<file path="config.mk">
export PLATFORM = sky130hd
export DESIGN_NAME = debug_host
export DESIGN_NICKNAME = d
export VERILOG_FILES = /design/src/rtl/debug_host.sv
export SDC_FILE = /design/constraint.sdc
export NUM_CORES = 1
export LEC_CHECK = 0
export CORE_MARGIN = 8
export CORE_UTILIZATION = 47
export CTS_CLUSTER_DIAMETER = 80
export DETAILED_ROUTE_END_ITERATION = 10
export PLACE_DENSITY = 0.76
export SKIP_LAST_GASP = 1
export SYNTH_ARGS = -nofsm -noshare
export SYNTH_HDL_FRONTEND = slang
export SYNTH_SLANG_ARGS = --single-unit
</file>
<file path="constraint.sdc">
create_clock -name clk -period 2.32 [get_ports clk]
set_input_delay 0.348 -clock clk [delete_from_list [all_inputs] [get_ports clk]]
set_output_delay 0.348 -clock clk [all_outputs]
set_load 0.02 [all_outputs]
</file>
<file path="src/rtl/debug_host.sv">
// debug_host: host-side initiator for the UART debug protocol.
// Sends one '+'-prefixed command frame byte by byte, then parses the "OK"/"NO" reply into a status/data word.
module debug_host #(
  parameter int unsigned TIMEOUT_CYCLES = 1000000
) (
  input  logic        clk,
  input  logic        reset,
  input  logic        req_valid,
  output logic        req_ready,
  input  logic [2:0]  req_cmd,
  input  logic [31:0] req_address,
  input  logic [31:0] req_value,
  output logic        rsp_valid,
  output logic        rsp_ok,
  output logic        rsp_timeout,
  output logic [31:0] rsp_data,
  output logic [7:0]  tx_data,
  output logic        tx_start,
  input  logic        tx_done,
  input  logic [7:0]  rx_data,
  input  logic        rx_done
);
  localparam int unsigned CNT_W = $clog2(TIMEOUT_CYCLES + 1);
  localparam logic [CNT_W-1:0] CNT_LAST = CNT_W'(TIMEOUT_CYCLES - 1);

  localparam logic [2:0] CMD_HL = 3'd0;
  localparam logic [2:0] CMD_RE = 3'd1;
  localparam logic [2:0] CMD_PC = 3'd2;
  localparam logic [2:0] CMD_ST = 3'd3;
  localparam logic [2:0] CMD_MR = 3'd4;
  localparam logic [2:0] CMD_MW = 3'd5;

  typedef enum logic [2:0] {S_IDLE, S_SEND, S_WAIT_TX, S_RECV, S_DONE} state_e;

  function automatic logic [15:0] cmd_chars(input logic [2:0] cmd);
    logic [15:0] c;
    case (cmd)
      CMD_HL:  c = 16'h484C;
      CMD_RE:  c = 16'h5245;
      CMD_PC:  c = 16'h5043;
      CMD_ST:  c = 16'h5354;
      CMD_MR:  c = 16'h4D52;
      CMD_MW:  c = 16'h4D57;
      default: c = 16'h0000;
    endcase
    return c;
  endfunction

  function automatic logic [3:0] frame_len(input logic [2:0] cmd);
    logic [3:0] n;
    case (cmd)
      CMD_MR:  n = 4'd7;
      CMD_MW:  n = 4'd11;
      default: n = 4'd3;
    endcase
    return n;
  endfunction

  function automatic logic [2:0] reply_len(input logic [2:0] cmd);
    logic [2:0] n;
    case (cmd)
      CMD_ST:         n = 3'd3;
      CMD_PC, CMD_MR: n = 3'd6;
      default:        n = 3'd2;
    endcase
    return n;
  endfunction

  // Byte idx of the frame: '+', two command chars, address and value MSB first.
  function automatic logic [7:0] frame_byte(input logic [3:0] idx, input logic [2:0] cmd,
                                            input logic [31:0] addr, input logic [31:0] val);
    logic [15:0] c;
    logic [7:0]  b;
    c = cmd_chars(cmd);
    case (idx)
      4'd0:    b = 8'h2B;
      4'd1:    b = c[15:8];
      4'd2:    b = c[7:0];
      4'd3:    b = addr[31:24];
      4'd4:    b = addr[23:16];
      4'd5:    b = addr[15:8];
      4'd6:    b = addr[7:0];
      4'd7:    b = val[31:24];
      4'd8:    b = val[23:16];
      4'd9:    b = val[15:8];
      4'd10:   b = val[7:0];
      default: b = 8'h00;
    endcase
    return b;
  endfunction

  state_e           state_q, state_d;
  logic [2:0]       cmd_q, cmd_d;
  logic [31:0]      addr_q, addr_d;
  logic [31:0]      value_q, value_d;
  logic [3:0]       idx_q, idx_d;
  logic [2:0]       rx_idx_q, rx_idx_d;
  logic             ok0_q, ok0_d;
  logic [CNT_W-1:0] cnt_q, cnt_d;
  logic [7:0]       tx_data_q, tx_data_d;
  logic             tx_start_q, tx_start_d;
  logic             req_ready_q, req_ready_d;
  logic             rsp_valid_q, rsp_valid_d;
  logic             rsp_ok_q, rsp_ok_d;
  logic             rsp_timeout_q, rsp_timeout_d;
  logic [31:0]      rsp_data_q, rsp_data_d;

  always_ff @(posedge clk) begin
    if (!reset) begin
      state_q       <= S_IDLE;
      cmd_q         <= 3'd0;
      addr_q        <= 32'd0;
      value_q       <= 32'd0;
      idx_q         <= 4'd0;
      rx_idx_q      <= 3'd0;
      ok0_q         <= 1'b0;
      cnt_q         <= '0;
      tx_data_q     <= 8'd0;
      tx_start_q    <= 1'b0;
      req_ready_q   <= 1'b1;
      rsp_valid_q   <= 1'b0;
      rsp_ok_q      <= 1'b0;
      rsp_timeout_q <= 1'b0;
      rsp_data_q    <= 32'd0;
    end else begin
      state_q       <= state_d;
      cmd_q         <= cmd_d;
      addr_q        <= addr_d;
      value_q       <= value_d;
      idx_q         <= idx_d;
      rx_idx_q      <= rx_idx_d;
      ok0_q         <= ok0_d;
      cnt_q         <= cnt_d;
      tx_data_q     <= tx_data_d;
      tx_start_q    <= tx_start_d;
      req_ready_q   <= req_ready_d;
      rsp_valid_q   <= rsp_valid_d;
      rsp_ok_q      <= rsp_ok_d;
      rsp_timeout_q <= rsp_timeout_d;
      rsp_data_q    <= rsp_data_d;
    end
  end

  always_comb begin
    state_d       = state_q;
    cmd_d         = cmd_q;
    addr_d        = addr_q;
    value_d       = value_q;
    idx_d         = idx_q;
    rx_idx_d      = rx_idx_q;
    ok0_d         = ok0_q;
    cnt_d         = cnt_q;
    tx_data_d     = tx_data_q;
    tx_start_d    = 1'b0;
    rsp_valid_d   = 1'b0;
    rsp_ok_d      = rsp_ok_q;
    rsp_timeout_d = rsp_timeout_q;
    rsp_data_d    = rsp_data_q;

    case (state_q)
      S_IDLE: begin
        if (req_valid && req_ready_q) begin
          cmd_d         = req_cmd;
          addr_d        = req_address;
          value_d       = req_value;
          idx_d         = 4'd0;
          rx_idx_d      = 3'd0;
          ok0_d         = 1'b0;
          rsp_ok_d      = 1'b0;
          rsp_timeout_d = 1'b0;
          rsp_data_d    = 32'd0;
          if (req_cmd > CMD_MW) begin
            state_d     = S_DONE;
            rsp_valid_d = 1'b1;
          end else begin
            // The '+' is launched straight from acceptance; later bytes go out one cycle after SEND.
            state_d    = S_SEND;
            tx_start_d = 1'b1;
            tx_data_d  = 8'h2B;
          end
        end
      end
      S_SEND: begin
        state_d = S_WAIT_TX;
        if (!tx_start_q) begin
          tx_start_d = 1'b1;
          tx_data_d  = frame_byte(idx_q, cmd_q, addr_q, value_q);
        end
      end
      S_WAIT_TX: begin
        if (tx_done) begin
          if (idx_q == frame_len(cmd_q) - 4'd1) begin
            state_d = S_RECV;
            cnt_d   = '0;
          end else begin
            idx_d   = idx_q + 4'd1;
            state_d = S_SEND;
          end
        end
      end
      S_RECV: begin
        // A byte arriving on the expiry cycle wins over the timeout.
        if (rx_done) begin
          cnt_d    = '0;
          rx_idx_d = rx_idx_q + 3'd1;
          if (rx_idx_q == 3'd0) begin
            ok0_d = (rx_data == 8'h4F);
          end else if (rx_idx_q == 3'd1) begin
            if (ok0_q && rx_data == 8'h4B) begin
              rsp_ok_d = 1'b1;
              if (reply_len(cmd_q) == 3'd2) begin
                state_d     = S_DONE;
                rsp_valid_d = 1'b1;
              end
            end else begin
              rsp_ok_d    = 1'b0;
              state_d     = S_DONE;
              rsp_valid_d = 1'b1;
            end
          end else begin
            rsp_data_d = {rsp_data_q[23:0], rx_data};
            if (rx_idx_q == reply_len(cmd_q) - 3'd1) begin
              state_d     = S_DONE;
              rsp_valid_d = 1'b1;
            end
          end
        end else if (cnt_q == CNT_LAST) begin
          rsp_timeout_d = 1'b1;
          rsp_ok_d      = 1'b0;
          state_d       = S_DONE;
          rsp_valid_d   = 1'b1;
        end else begin
          cnt_d = cnt_q + CNT_W'(1);
        end
      end
      S_DONE: begin
        state_d = S_IDLE;
      end
      default: begin
        state_d = S_IDLE;
      end
    endcase

    req_ready_d = (state_d == S_IDLE);
  end

  assign req_ready   = req_ready_q;
  assign rsp_valid   = rsp_valid_q;
  assign rsp_ok      = rsp_ok_q;
  assign rsp_timeout = rsp_timeout_q;
  assign rsp_data    = rsp_data_q;
  assign tx_data     = tx_data_q;
  assign tx_start    = tx_start_q;

endmodule

</file>
==> results.toml <==
[run_status]
status = "completed"

[placed_design]
place_ws_ns = -0.4535
port_buffers = 124
hpwl_um = 12270
dp.cells = 1095
place_congestion = 0.8741

[logic_synthesis]
synth.largest_area_cell = "dfxtp_1"
synth_top_flop_cell = "dfxtp_1"
yosysMostFrequentCell = "nand2_1"
synth_common_cells = "nand2_1 (197), dfxtp_1 (143), a21boi_0 (103)"
syn_area_sq_um = 6663
synth-seq-cells = 143
async_flop_share_pct = 0
syn_inst = 816
syn_nets = 904
synth.area.top_cells = "dfxtp_1 (43%), a21boi_0 (12%), nand2_1 (11%)"
synth_cell_types = 68
yosysWarnings = 0
yosysSeqAreaShare_pct = 42.97
synth-edff-count = 0
synth.avg_cell_area_sq_um = 8.165
yosys.area.top_type_share_pct = 42.97

[floorplanning]
die_w_um = 135.1
coreArea_sq_um = 13880
rows = 43
boundaryPins = 125
die-area_sq_um = 18240
die_h_um = 135.1
initial_core_util_pct = 48.00

[sta]
layout_min_cycle_time_ns = 2.226
clock_skew_ns = 0.006798
final_max_slew_viol_count = 0
worst_slack_ns = 0.09415
relSlewSlack_pct = 67.18
hold_viol_final = 0
max_freq_mhz = 449.3
worstMarginPinSlew_ns = 0.4913
rsz0062_at_grt = "true"
timing.hold.ws_ns = 0.3114
finalSetupTns_ns = 0
post-route-period-util_pct = 95.94
finalSetupViolCount = 0

[layout]
area_growth_pct = 34.29
stdcell_count = 1128
antenna_cells = 0
drive_gt1_share_pct = 10.02
nets = 1023

[setup_path]
reg2reg_slack_ns = 0.09
crit_fanout = 5
cp.required_ns = 2.62
max_stage_delay_ns = 0.51
critical-path-slowest-cell = "or4b_1"
cp_data_arrival_time_ns = 2.53
cp-start-kind = "register"
path_class = "reg2reg"
end_kind = "register"
path_cells = "or4b_1 > or4_4 > o2111ai_2 > a21boi_4 > buf_4 > or3_1 > a21oi_1"

[global_route]
antenna_found_initial = 0
groute.usage.overall_pct = 19.88
grt-ovfl-total = 0
grt_start_max_net_pins = 75
grt_pass1_vias = 5801
grt_pass1_wl_um = 29280

[cts]
cts_root_buf = "clkbuf_16"
postCtsSetupBuffers = 0
cts_inserted_buffers = 17
clock_latency_ns = 0.42
cts_tree = "done"
clk_path_buf_depth = 2
path_clk_slew_ns = 0.06
numClockSinks = 143
ctsHoldBuffers = 0
htreeDepth = 4

[power_and_ir_drop]
power_density_nw_per_um2 = 758.6
ir_drop_v = 0.0005307
p_total_mw = 6.787
p_leak_nw = 3.194

[run]
max_cap_violations = 0

[routing]
viasPerCell = 5.454
drt-pass1-iter-count = 7
drtIter0Drc = 485
routed_wl_um = 18160
drc_errors = 0
wire_per_inst_um = 16.10
via_count = 6152
ant_nets = 0

[hold_path]
hold_class = "in2reg"
## metrics by stage
step	instance area (sq um)	utilization, %
5_1_grt	8947	64.46
2_1_floorplan	6663	-
3_5_place_dp	8224	59.25
6_report	8947	64.46
4_1_cts	8907	64.17
3_3_place_gp	8224	59.25
## routing by layer
layer  part of all wire (%)  global-route usage, %  up-vias
li1                       -                      -     3101
met1                     46                  25.73     2852
met2                     47                  31.24      179
met3                    6.1                  5.386       20
met4                    1.3                  6.786        0
met5                      0                      0        -
## timing repair
| action | CTS | global route |
|---|---|---|
| setup endpoints to repair | 1 | 13 |
| cloned | 0 | 1 |
| resized for setup | 1 | 9 |
| pin swaps | 0 | 3 |
## cells in the final DEF (no fill, tap or decap), types with 12 or more instances in the layout
cell             instances
nand2_1                197
dfxtp_1                143
clkdlybuf4s50_1        123
a21boi_0               103
nand3_1                 47
nor2_1                  35
a21oi_1                 32
buf_4                   31
clkbuf_16               17
o21ai_0                 13
o31ai_1                 12
## worst max-delay path: cells and delay by family (launching register included)
family,cells,cell delay (ns)
DFF,1,0.34
and+or+nand+nor,3,1.09
buffers and inverters,1,0.17
AOI/OAI and AO/OA,3,0.50
## registers in the layout (all words and copies together) (netlist names), 3 cells and up
name	cells
addr_q	32
rsp_data	32
value_q	32
cnt_q	20
tx_data	8
idx_q	4
cmd_q	3
rx_idx_q	3
state_q	3
## power breakdown
part,switching (mW),leakage [nW],internal [mW]
Combinational,0.570,1.70,0.448
Sequential,0.0968,1.16,2.60
Clock,1.02,0.330,2.05
## area by class of cell
cell class              instances  area, sq um
fillers                      1195         4933
repair buffers                162         1600
multi-input cells             600         3543
well taps                     180        225.2
clock buffers                  23        498.0
clock inverters                 9        176.4
flip-flops and latches        143         2863
inverters                      11        41.29
## path summary, 6_finish.rpt
check	startpoint	cells past startpoint	endpoint
worst max-delay path	cnt_q[13]	7	cnt_q[14]
worst min-delay path	reset	3	state_q[1]
worst max register to register	cnt_q[13]	7	cnt_q[14]
worst min register to register	addr_q[17]	2	addr_q[17]
## kinds of logic after synthesis
| kind of cell | Yosys count | synth area share [%] |
|---|---|---|
| simple gates | 348 | 24.13 |
| compound gates | 230 | 24.83 |
| flops | 143 | 42.97 |
| buf+inv | 73 | 4.526 |
| fa+ha+maj | 9 | 1.653 |
| mux | 7 | 1.108 |
| xor+xnor | 6 | 0.7887 |
No activity file was read; power rests on OpenSTA's default activity.
